`src/rtl/bp_cce_lce_cmd_arb_if.sv`:
```
// Purpose: LCE command arbiter bundle (microcode source, message-unit source, LCE command sink, status).
// Latency: bundle only, no timing of its own.
// Backpressure: sources see yumi (beat consumed); the sink drives ready_and.
// Ports: ucode_* / msg_* source beats with header, data, valid, last and yumi back;
//        lce_cmd_* outbound beat with ready_and back; ucode_busy_o and owner_o status.
// Modports: slave = arbiter side, master = environment side.
interface bp_cce_lce_cmd_arb_if #(
  parameter int hdr_width_p  = 64,
  parameter int data_width_p = 64
);
  logic [hdr_width_p-1:0]  ucode_hdr_i;
  logic [data_width_p-1:0] ucode_data_i;
  logic                    ucode_v_i;
  logic                    ucode_last_i;
  logic                    ucode_yumi_o;

  logic [hdr_width_p-1:0]  msg_hdr_i;
  logic [data_width_p-1:0] msg_data_i;
  logic                    msg_v_i;
  logic                    msg_last_i;
  logic                    msg_yumi_o;

  logic [hdr_width_p-1:0]  lce_cmd_header_o;
  logic [data_width_p-1:0] lce_cmd_data_o;
  logic                    lce_cmd_v_o;
  logic                    lce_cmd_last_o;
  logic                    lce_cmd_ready_and_i;

  logic                    ucode_busy_o;
  logic [1:0]              owner_o;

  modport slave (
    input  ucode_hdr_i, ucode_data_i, ucode_v_i, ucode_last_i,
    output ucode_yumi_o,
    input  msg_hdr_i, msg_data_i, msg_v_i, msg_last_i,
    output msg_yumi_o,
    output lce_cmd_header_o, lce_cmd_data_o, lce_cmd_v_o, lce_cmd_last_o,
    input  lce_cmd_ready_and_i,
    output ucode_busy_o, owner_o
  );

  modport master (
    output ucode_hdr_i, ucode_data_i, ucode_v_i, ucode_last_i,
    input  ucode_yumi_o,
    output msg_hdr_i, msg_data_i, msg_v_i, msg_last_i,
    input  msg_yumi_o,
    input  lce_cmd_header_o, lce_cmd_data_o, lce_cmd_v_o, lce_cmd_last_o,
    output lce_cmd_ready_and_i,
    input  ucode_busy_o, owner_o
  );
endinterface

```
`src/rtl/bp_cce_lce_cmd_arb.sv`:
```
// Purpose: arbitrates microcode and message-unit LCE command beats onto one outbound LCE command port.
// Latency: zero cycles; outbound beat and yumi are combinational from the selected source.
// Backpressure: yumi only when outbound valid meets ready_and; multi-beat messages lock the port.
// Ports: clk_i, reset_i (async, active-high); bus (slave modport) carries both source beats,
//        the outbound beat, ucode_busy_o (microcode command cannot issue) and owner_o {msg, ucode}.
module bp_cce_lce_cmd_arb #(
  parameter int hdr_width_p    = 64,
  parameter int data_width_p   = 64,
  parameter int starve_limit_p = 4
) (
  input logic                  clk_i,
  input logic                  reset_i,
  bp_cce_lce_cmd_arb_if.slave  bus
);

  typedef enum logic [1:0] {
    E_IDLE       = 2'd0,
    E_LOCK_UCODE = 2'd1,
    E_LOCK_MSG   = 2'd2
  } state_e;

  typedef enum logic [1:0] {
    SEL_NONE  = 2'd0,
    SEL_UCODE = 2'd1,
    SEL_MSG   = 2'd2
  } sel_e;

  localparam logic [3:0] starve_lim_lp = 4'(starve_limit_p);

  state_e                  state_q, state_d;
  logic [3:0]              starve_cnt_q, starve_cnt_d;
  sel_e                    sel;
  logic                    sel_v;
  logic                    sel_last;
  logic [hdr_width_p-1:0]  sel_hdr;
  logic [data_width_p-1:0] sel_data;
  logic                    accept;
  logic                    busy;

  always_ff @(posedge clk_i or posedge reset_i) begin
    if (reset_i) begin
      state_q      <= E_IDLE;
      starve_cnt_q <= 4'd0;
    end else begin
      state_q      <= state_d;
      starve_cnt_q <= starve_cnt_d;
    end
  end

  always_comb begin
    sel          = SEL_NONE;
    sel_v        = 1'b0;
    sel_last     = 1'b0;
    sel_hdr      = '0;
    sel_data     = '0;
    accept       = 1'b0;
    busy         = 1'b0;
    state_d      = state_q;
    starve_cnt_d = starve_cnt_q;

    // Nothing is selected while reset is held so every output reads zero
    // without waiting for a clock edge.
    if (!reset_i) begin
      unique case (state_q)
        E_IDLE: begin
          // Message unit normally wins; microcode gets the port once the
          // message unit has taken starve_limit_p first beats in a row.
          if (bus.msg_v_i && (!bus.ucode_v_i || (starve_cnt_q < starve_lim_lp)))
            sel = SEL_MSG;
          else if (bus.ucode_v_i)
            sel = SEL_UCODE;
        end
        E_LOCK_UCODE: sel = SEL_UCODE;
        E_LOCK_MSG:   sel = SEL_MSG;
        default:      sel = SEL_NONE;
      endcase
    end

    unique case (sel)
      SEL_UCODE: begin
        sel_v    = bus.ucode_v_i;
        sel_last = bus.ucode_last_i;
        sel_hdr  = bus.ucode_hdr_i;
        sel_data = bus.ucode_data_i;
      end
      SEL_MSG: begin
        sel_v    = bus.msg_v_i;
        sel_last = bus.msg_last_i;
        sel_hdr  = bus.msg_hdr_i;
        sel_data = bus.msg_data_i;
      end
      default: ;
    endcase

    accept = sel_v & bus.lce_cmd_ready_and_i;

    busy = !reset_i &&
           ((state_q == E_LOCK_MSG) ||
            ((state_q == E_IDLE) && (sel == SEL_MSG)) ||
            ((sel == SEL_UCODE) && !bus.lce_cmd_ready_and_i));

    unique case (state_q)
      E_IDLE: begin
        // A non-final first beat locks the port to its source.
        if (accept && !sel_last)
          state_d = (sel == SEL_UCODE) ? E_LOCK_UCODE : E_LOCK_MSG;
        if (!bus.ucode_v_i)
          starve_cnt_d = 4'd0;
        else if (accept && (sel == SEL_MSG) && (starve_cnt_q < starve_lim_lp))
          starve_cnt_d = starve_cnt_q + 4'd1;
        else if (accept && (sel == SEL_UCODE))
          starve_cnt_d = 4'd0;
      end
      E_LOCK_UCODE, E_LOCK_MSG: begin
        if (accept && sel_last)
          state_d = E_IDLE;
      end
      default: state_d = E_IDLE;
    endcase
  end

  assign bus.lce_cmd_v_o      = sel_v;
  assign bus.lce_cmd_last_o   = sel_last;
  assign bus.lce_cmd_header_o = sel_hdr;
  assign bus.lce_cmd_data_o   = sel_data;
  assign bus.ucode_yumi_o     = accept && (sel == SEL_UCODE);
  assign bus.msg_yumi_o       = accept && (sel == SEL_MSG);
  assign bus.ucode_busy_o     = busy;
  assign bus.owner_o          = {state_q == E_LOCK_MSG, state_q == E_LOCK_UCODE};

endmodule
```
`src/flat_wrapper.sv`:
```
// flat-port wrapper written by rule: the top's interface ports become plain ports
module bp_cce_lce_cmd_arb_flat 
#(
  parameter int hdr_width_p    = 64,
  parameter int data_width_p   = 64,
  parameter int starve_limit_p = 4
)
  (clk_i, reset_i, bus_ucode_hdr_i, bus_ucode_data_i, bus_ucode_v_i, bus_ucode_last_i, bus_ucode_yumi_o, bus_msg_hdr_i, bus_msg_data_i, bus_msg_v_i, bus_msg_last_i, bus_msg_yumi_o, bus_lce_cmd_header_o, bus_lce_cmd_data_o, bus_lce_cmd_v_o, bus_lce_cmd_last_o, bus_lce_cmd_ready_and_i, bus_ucode_busy_o, bus_owner_o);
  bp_cce_lce_cmd_arb_if #(.hdr_width_p(hdr_width_p), .data_width_p(data_width_p)) bus_i ();
  input logic clk_i;
  input logic reset_i;
  input wire logic [$bits(bus_i.ucode_hdr_i)-1:0] bus_ucode_hdr_i;
  input wire logic [$bits(bus_i.ucode_data_i)-1:0] bus_ucode_data_i;
  input wire logic [$bits(bus_i.ucode_v_i)-1:0] bus_ucode_v_i;
  input wire logic [$bits(bus_i.ucode_last_i)-1:0] bus_ucode_last_i;
  output wire logic [$bits(bus_i.ucode_yumi_o)-1:0] bus_ucode_yumi_o;
  input wire logic [$bits(bus_i.msg_hdr_i)-1:0] bus_msg_hdr_i;
  input wire logic [$bits(bus_i.msg_data_i)-1:0] bus_msg_data_i;
  input wire logic [$bits(bus_i.msg_v_i)-1:0] bus_msg_v_i;
  input wire logic [$bits(bus_i.msg_last_i)-1:0] bus_msg_last_i;
  output wire logic [$bits(bus_i.msg_yumi_o)-1:0] bus_msg_yumi_o;
  output wire logic [$bits(bus_i.lce_cmd_header_o)-1:0] bus_lce_cmd_header_o;
  output wire logic [$bits(bus_i.lce_cmd_data_o)-1:0] bus_lce_cmd_data_o;
  output wire logic [$bits(bus_i.lce_cmd_v_o)-1:0] bus_lce_cmd_v_o;
  output wire logic [$bits(bus_i.lce_cmd_last_o)-1:0] bus_lce_cmd_last_o;
  input wire logic [$bits(bus_i.lce_cmd_ready_and_i)-1:0] bus_lce_cmd_ready_and_i;
  output wire logic [$bits(bus_i.ucode_busy_o)-1:0] bus_ucode_busy_o;
  output wire logic [$bits(bus_i.owner_o)-1:0] bus_owner_o;
  assign bus_i.ucode_hdr_i = bus_ucode_hdr_i;
  assign bus_i.ucode_data_i = bus_ucode_data_i;
  assign bus_i.ucode_v_i = bus_ucode_v_i;
  assign bus_i.ucode_last_i = bus_ucode_last_i;
  assign bus_ucode_yumi_o = bus_i.ucode_yumi_o;
  assign bus_i.msg_hdr_i = bus_msg_hdr_i;
  assign bus_i.msg_data_i = bus_msg_data_i;
  assign bus_i.msg_v_i = bus_msg_v_i;
  assign bus_i.msg_last_i = bus_msg_last_i;
  assign bus_msg_yumi_o = bus_i.msg_yumi_o;
  assign bus_lce_cmd_header_o = bus_i.lce_cmd_header_o;
  assign bus_lce_cmd_data_o = bus_i.lce_cmd_data_o;
  assign bus_lce_cmd_v_o = bus_i.lce_cmd_v_o;
  assign bus_lce_cmd_last_o = bus_i.lce_cmd_last_o;
  assign bus_i.lce_cmd_ready_and_i = bus_lce_cmd_ready_and_i;
  assign bus_ucode_busy_o = bus_i.ucode_busy_o;
  assign bus_owner_o = bus_i.owner_o;
  bp_cce_lce_cmd_arb #(.hdr_width_p(hdr_width_p), .data_width_p(data_width_p), .starve_limit_p(starve_limit_p)) u_core (.clk_i(clk_i), .reset_i(reset_i), .bus(bus_i));
endmodule
```
`config.mk`:
```
export PLATFORM = sky130hd
export DESIGN_NAME = bp_cce_lce_cmd_arb_flat
export DESIGN_NICKNAME = d
export VERILOG_FILES = /design/src/rtl/bp_cce_lce_cmd_arb_if.sv /design/src/rtl/bp_cce_lce_cmd_arb.sv /design/src/flat_wrapper.sv
export SDC_FILE = /design/constraint.sdc
export NUM_CORES = 1
export LEC_CHECK = 0
export BUFFER_PORTS_ARGS = -buffer_cell sky130_fd_sc_hd__buf_2
export CAP_MARGIN = 30
export CORE_AREA = 2 2 156 158
export CTS_CLUSTER_DIAMETER = 150
export DETAILED_ROUTE_END_ITERATION = 10
export DIE_AREA = 0 0 158 160
export SLEW_MARGIN = 20
export SYNTH_ARGS = -nofsm -noshare
export SYNTH_HDL_FRONTEND = slang
export SYNTH_SLANG_ARGS = --single-unit
export TNS_END_PERCENT = 5
```
`constraint.sdc`:
```
create_clock -name clk_i -period 3.6 [get_ports clk_i]
set_clock_uncertainty 0.05 [all_clocks]
set_input_delay 0.36 -clock clk_i [delete_from_list [all_inputs] [get_ports clk_i]]
set_output_delay 0.36 -clock clk_i [all_outputs]
set_load 0.02 [all_outputs]
```
**After elaboration in Yosys (flattened, before gate mapping)**

Cells that the tools add are included.

- $lt $le $gt $ge: 1
- Bitwise operators: 1
- Add/sub/neg operators: 1
- Reduce and logical (&&, ||, !) cells: 20
- Muxes and demuxes: 15
- Equality and inequality tests: 7

Operators by type and width:

| cell | number |
|---|---|
| 64-bit case mux with 2 select lines | 2 |
| 4-bit 2-to-1 mux | 3 |
| 2-bit 2-to-1 mux | 5 |
| 1-bit logical AND | 9 |
| 2-bit case mux with 3 select lines | 1 |
| 4-bit by 1-bit adder with 4-bit output, second input constant | 1 |
| 2-bit by 1-bit == test with 1-bit output, second input constant | 2 |
| 2-bit == test, second input constant | 2 |
| 1-bit zero test | 4 |
| 4-bit by 3-bit less-than comparator with 1-bit output, second input constant | 1 |
| 1-bit case mux with 2 select lines | 2 |
| 2-bit case mux with 2 select lines | 1 |
| 2-bit AND reduction | 2 |
| 1-bit logical OR | 3 |
| 3-bit by 1-bit inequality test with 1-bit output, second input constant | 1 |
| 2-bit zero test | 1 |
| 2-bit by 1-bit inequality test with 1-bit output, second input constant | 1 |
| 2-bit inequality test, second input constant | 1 |
| 2-bit OR reduction | 1 |
| 1-bit AND | 1 |
| 1-bit 2-to-1 mux | 1 |

- Word-level logic and storage cells: 47
- Flip-flop bits (word level): 6
- Input bits: 263

**Logic depth before layout (Yosys ltp)**

- Depth after elaboration: 13
- Depth in mapped cells: 12

**Worst setup path after synthesis**

OpenSTA, ideal clock, no wires.

- Path kind: reg-to-output
- From: register u_core.state_q[0]
- To: output port bus_lce_cmd_data_o[0]
- Path slack: 0.719 ns
- Path buffers: 4
- Cell stages (with the launch flop): 13
- Data arrival time: 2.471 ns
- Path through: dfrtp_1 > inv_1 > ha_1 > clkbuf_1 > nand2_1 > a211oi_1 > o21a_1 > ha_1 > buf_2 > clkbuf_1 > buf_2 > a22oi_1 > nor2_1

- Cells in the longest elaborated chain, start to end: 5
- Elaborated cells on any way between the ends: 8

Ends and longest elaborated chain:

| element | line | text |
|---|---|---|
| start: declaration | bp_cce_lce_cmd_arb.sv:30 | `state_e state_q, state_d;` |
| start signal: assignment | bp_cce_lce_cmd_arb.sv:45 | `state_q <= state_d;` |
| 2-bit == test, or another cell as far along | bp_cce_lce_cmd_arb.sv:64 | `unique case (state_q)` |
| 2-bit case mux with 3 select lines * | bp_cce_lce_cmd_arb.sv:64 |  |
| 2-bit 2-to-1 mux * | bp_cce_lce_cmd_arb.sv:63 | `if (!reset_i) begin` |
| 2-bit == test or 2-bit by 1-bit == test with 1-bit output (tied branches) | bp_cce_lce_cmd_arb.sv:79 | `unique case (sel)` |
| 64-bit case mux with 2 select lines * | bp_cce_lce_cmd_arb.sv:79 |  |
| end: declaration | flat_wrapper.sv:23 | `output wire logic [$bits(bus_i.lce_cmd_data_o)-1:0] bus_lce_cmd_data_o;` |

Every way passes the cells marked *; elsewhere a longest branch is shown, timed or not.

**Worst setup path in the final report**

- From: register u_core.state_q[0]
- To: output port bus_lce_cmd_data_o[15]

Same word-level chain as after synthesis.

==> PnR_summary.wiki <==
{| class="wikitable"
! Metric !! Value
|-
| Logic depth of the worst register-to-register path || 8
|-
| Total power draw || 2575 µW
|-
| Final weighted congestion in routability-driven placement || 0.8238
|-
| Areal power density over the cells || 544.5 nW/µm²
|-
| Arrival @ worst endpoint || 2.92 ns
|-
| Resized cells post-CTS || 0
|-
| Count of boundary I/O pins || 398
|-
| Largest net degree at the start of global routing || 65
|-
| Wire per inst || 14.44 µm
|-
| Synthesized cell area || 2240 µm²
|-
| Post-Route Utilization || 19.86%
|-
| Worst Setup End Kind || output port
|-
| Worst Hold Class || in2async
|-
| Number of warnings printed during yosys synthesis || 0
|-
| Layout-stage area growth over the synthesis result || 111.2%
|-
| Setup repair after global routing missed its margin || no
|-
| 1st-pass router iterations || 7
|-
| Sequential cell area fraction in the yosys report || 6.704%
|-
| Detailed-placement wirelength estimate || 12800 µm
|-
| Cell row count || 57
|-
| Initial standard-cell utilization of the core || 9.402%
|-
| Final instance count without filler cells || 1073
|-
| CP Max Fanout || 64
|-
| Number of cells after detailed placement || 1068
|-
| CTS sink count || 6
|-
| Number of synthesized register bits || 6
|-
| Die Y || 160 µm
|-
| Number of levels the H-tree was split into || 1
|-
| Via density || 4.173
|-
| Insertion delay of the later-clocked pin in the worst-skew pair || 0.23 ns
|-
| Sort of element at the start of the critical path || flop
|-
| Syn Inst Count || 375
|-
| Mean post-synth cell area || 5.972 µm²
|-
| Rel. slew slack || 62.47%
|-
| Number of remaining DRC errors || 0
|-
| Cell leakage power || 0.002485 µW
|-
| Critical Path RT || 3.19 ns
|-
| Least-Margin Pin Slew || 0.5630 ns
|-
| Core area || 23820 µm²
|-
| Number of nets in the synthesized netlist || 644
|-
| Peak ir drop on the vdd network || 0.1981 mV
|-
| Pins over their slew limit || 0
|-
| Total track usage || 10.94%
|-
| Count of maximum capacitance violations || 0
|-
| CTS tree || built
|-
| Number of antenna violations at the first check in global routing || 2
|-
| Part of the cycle the worst path needs || 92.49%
|-
| Number of buffers created by CTS || 3
|-
| Clock slew seen by the registers of the worst setup and hold paths || 0.03 ns
|-
| Setup Total Neg Slack || 0 ns
|-
| CTS Hold Bufs || 0
|-
| Post-detailed-route count of antenna-violating nets || 0
|-
| Die boundary width || 158 µm
|-
| Buffers from clock root to sink, at most || 2
|-
| Total detailed-routing wirelength || 15490 µm
|-
| Count of final setup violators || 0
|-
| Endpoints failing hold || 0
|-
| Final #Nets || 1018
|-
| Achievable Freq || 0.3003 GHz
|-
| Vias post-DR || 4478
|-
| Synth unique cells || 33
|-
| Crit path time final || 3.330 ns
|-
| Total gr overflow || 0
|-
| Iteration-0 DRC count of the detailed router || 394
|-
| Total die area || 25280 µm²
|-
| Share of post-route cells with drive strength above 1 || 57.03%
|-
| Root buffer cell || sky130_fd_sc_hd__clkbuf_16
|-
| PortBufs || 397
|-
| Crit path kind || reg2out
|-
| Via count of the first global-routing pass || 4118
|-
| Global-route wire length before repair || 22110 µm
|-
| Result of the run || finished, final reports clean
|-
| Setup Buffers After CTS || 0
|}
-- logic make-up after synthesis --
family | Yosys count | share of synthesized area, %
buf+inv | 56 | 10.78
simple gates | 159 | 29.16
fa+ha+maj | 6 | 3.352
flops | 6 | 6.704
compound gates | 146 | 48.99
mux | 2 | 1.006
-- layout make-up --
cell class | instances | area [µm²]
timing repair buffer | 416 | 2180
inverter | 9 | 33.78
sequential | 6 | 150.1
tap | 324 | 405.4
multi-input combinational | 313 | 1881
fill | 2780 | 19090
antenna | 2 | 5.005
clock buffer | 3 | 75.07
-- cells in the final DEF, fill, tap and decap left out, types with 2 or more instances in the layout --
cell type and n:
sky130_fd_sc_hd__clkbuf_16 3, sky130_fd_sc_hd__a21o_1 2, sky130_fd_sc_hd__nand3_1 2, sky130_fd_sc_hd__dfrtp_1 6, sky130_fd_sc_hd__buf_4 15, sky130_fd_sc_hd__buf_2 397
sky130_fd_sc_hd__o2bb2ai_1 2, sky130_fd_sc_hd__nand4_1 3, sky130_fd_sc_hd__o221ai_1 2, sky130_fd_sc_hd__and3b_1 2, sky130_fd_sc_hd__mux2_2 2, sky130_fd_sc_hd__inv_1 9
sky130_fd_sc_hd__ha_4 2, sky130_fd_sc_hd__nor2b_1 2, sky130_fd_sc_hd__nand2_1 10, sky130_fd_sc_hd__a22oi_1 129, sky130_fd_sc_hd__nor2_1 132, sky130_fd_sc_hd__ha_1 3
sky130_fd_sc_hd__nand4b_1 2, sky130_fd_sc_hd__diode_2 2, sky130_fd_sc_hd__o21ai_0 3, sky130_fd_sc_hd__buf_12 4
-- stage by stage --
stage,setup WS [ns],cell area (µm²),hold WS [ns]
CTS,0.1708,4717,0.07194
floorplan,0.7194,2240,0.1151
finish,0.2704,4730,0.06389
global route,0.01369,4730,0.1101
global placement,0.4995,4642,0.3059
detailed placement,0.4189,4642,0.3133
-- Yosys cell counts --
library cell                count  share of area, %
sky130_fd_sc_hd__a211oi_1       1              0.34
sky130_fd_sc_hd__a211oi_2       1              0.56
sky130_fd_sc_hd__a21o_1         2              0.67
sky130_fd_sc_hd__a21oi_1        1              0.22
sky130_fd_sc_hd__a221oi_1       1              0.39
sky130_fd_sc_hd__a22oi_1      130                44
sky130_fd_sc_hd__a41oi_1        1              0.39
sky130_fd_sc_hd__and2_1         1              0.28
sky130_fd_sc_hd__and3b_1        2              0.78
sky130_fd_sc_hd__buf_1          2              0.34
sky130_fd_sc_hd__buf_2         22               4.9
sky130_fd_sc_hd__buf_4          1              0.34
sky130_fd_sc_hd__clkbuf_1      22               3.7
sky130_fd_sc_hd__dfrtp_1        6               6.7
sky130_fd_sc_hd__ha_1           6               3.4
sky130_fd_sc_hd__inv_1          9               1.5
sky130_fd_sc_hd__mux2_2         2               1.0
sky130_fd_sc_hd__nand2_1       10               1.7
sky130_fd_sc_hd__nand2b_1       1              0.28
sky130_fd_sc_hd__nand3_1        2              0.45
sky130_fd_sc_hd__nand4_1        3              0.84
sky130_fd_sc_hd__nand4b_1       2              0.78
sky130_fd_sc_hd__nor2_1       132                22
sky130_fd_sc_hd__nor2b_1        2              0.56
sky130_fd_sc_hd__nor3_1         1              0.22
sky130_fd_sc_hd__nor3b_1        1              0.34
sky130_fd_sc_hd__nor4bb_1       1              0.45
sky130_fd_sc_hd__o21a_1         1              0.34
sky130_fd_sc_hd__o21ai_0        3              0.67
sky130_fd_sc_hd__o221ai_1       2              0.78
sky130_fd_sc_hd__o22ai_1        1              0.28
sky130_fd_sc_hd__o2bb2ai_1      2              0.78
sky130_fd_sc_hd__or3b_1         1              0.39
-- routing by layer --
metal | global-route usage [%] | vias to the layer above | routed length [µm]
met4 | 1.720 | 0 | 112
met5 | 0 | - | 0
li1 | - | 2128 | -
met1 | 14.64 | 2056 | 6652
met3 | 1.927 | 14 | 1302
met2 | 18.62 | 280 | 7426
-- power by group --
| group | switching [µW] | internal (µW) |
|---|---|---|
| registers | 41.3 | 104 |
| logic | 1390 | 861 |
| clock network | 38.0 | 143 |
-- worst max-delay path, cell delays in order (launching register included) --
cell and delay (ns):
sky130_fd_sc_hd__dfrtp_1 0.42, sky130_fd_sc_hd__inv_1 0.15, sky130_fd_sc_hd__ha_2 0.32, sky130_fd_sc_hd__nand2_1 0.08, sky130_fd_sc_hd__a211oi_1 0.29, sky130_fd_sc_hd__o21a_1 0.19
sky130_fd_sc_hd__ha_4 0.44, sky130_fd_sc_hd__buf_12 0.32, sky130_fd_sc_hd__a22oi_1 0.18, sky130_fd_sc_hd__nor2_1 0.11, sky130_fd_sc_hd__buf_2 0.16
-- final timing paths --
| check | startpoint | to | slack, ns |
|---|---|---|---|
| setup / recovery | u_core.state_q[0] | bus_lce_cmd_data_o[15] | 0.27 |
| hold / removal | reset_i | u_core.starve_cnt_q[0] | 0.06 |
| setup reg to reg | u_core.state_q[0] | u_core.starve_cnt_q[2] | 0.59 |
| hold reg to reg | u_core.starve_cnt_q[0] | u_core.starve_cnt_q[0] | 0.52 |
| max in group asynchronous | reset_i | u_core.state_q[1] | 3.21 |
| min in group clk_i | bus_ucode_v_i | u_core.starve_cnt_q[3] | 0.41 |
-- flip-flops by register name (all words and copies together) (netlist names) --
register,flops
u_core.starve_cnt_q,4
u_core.state_q,2
(Power assumes the default switching activity.)
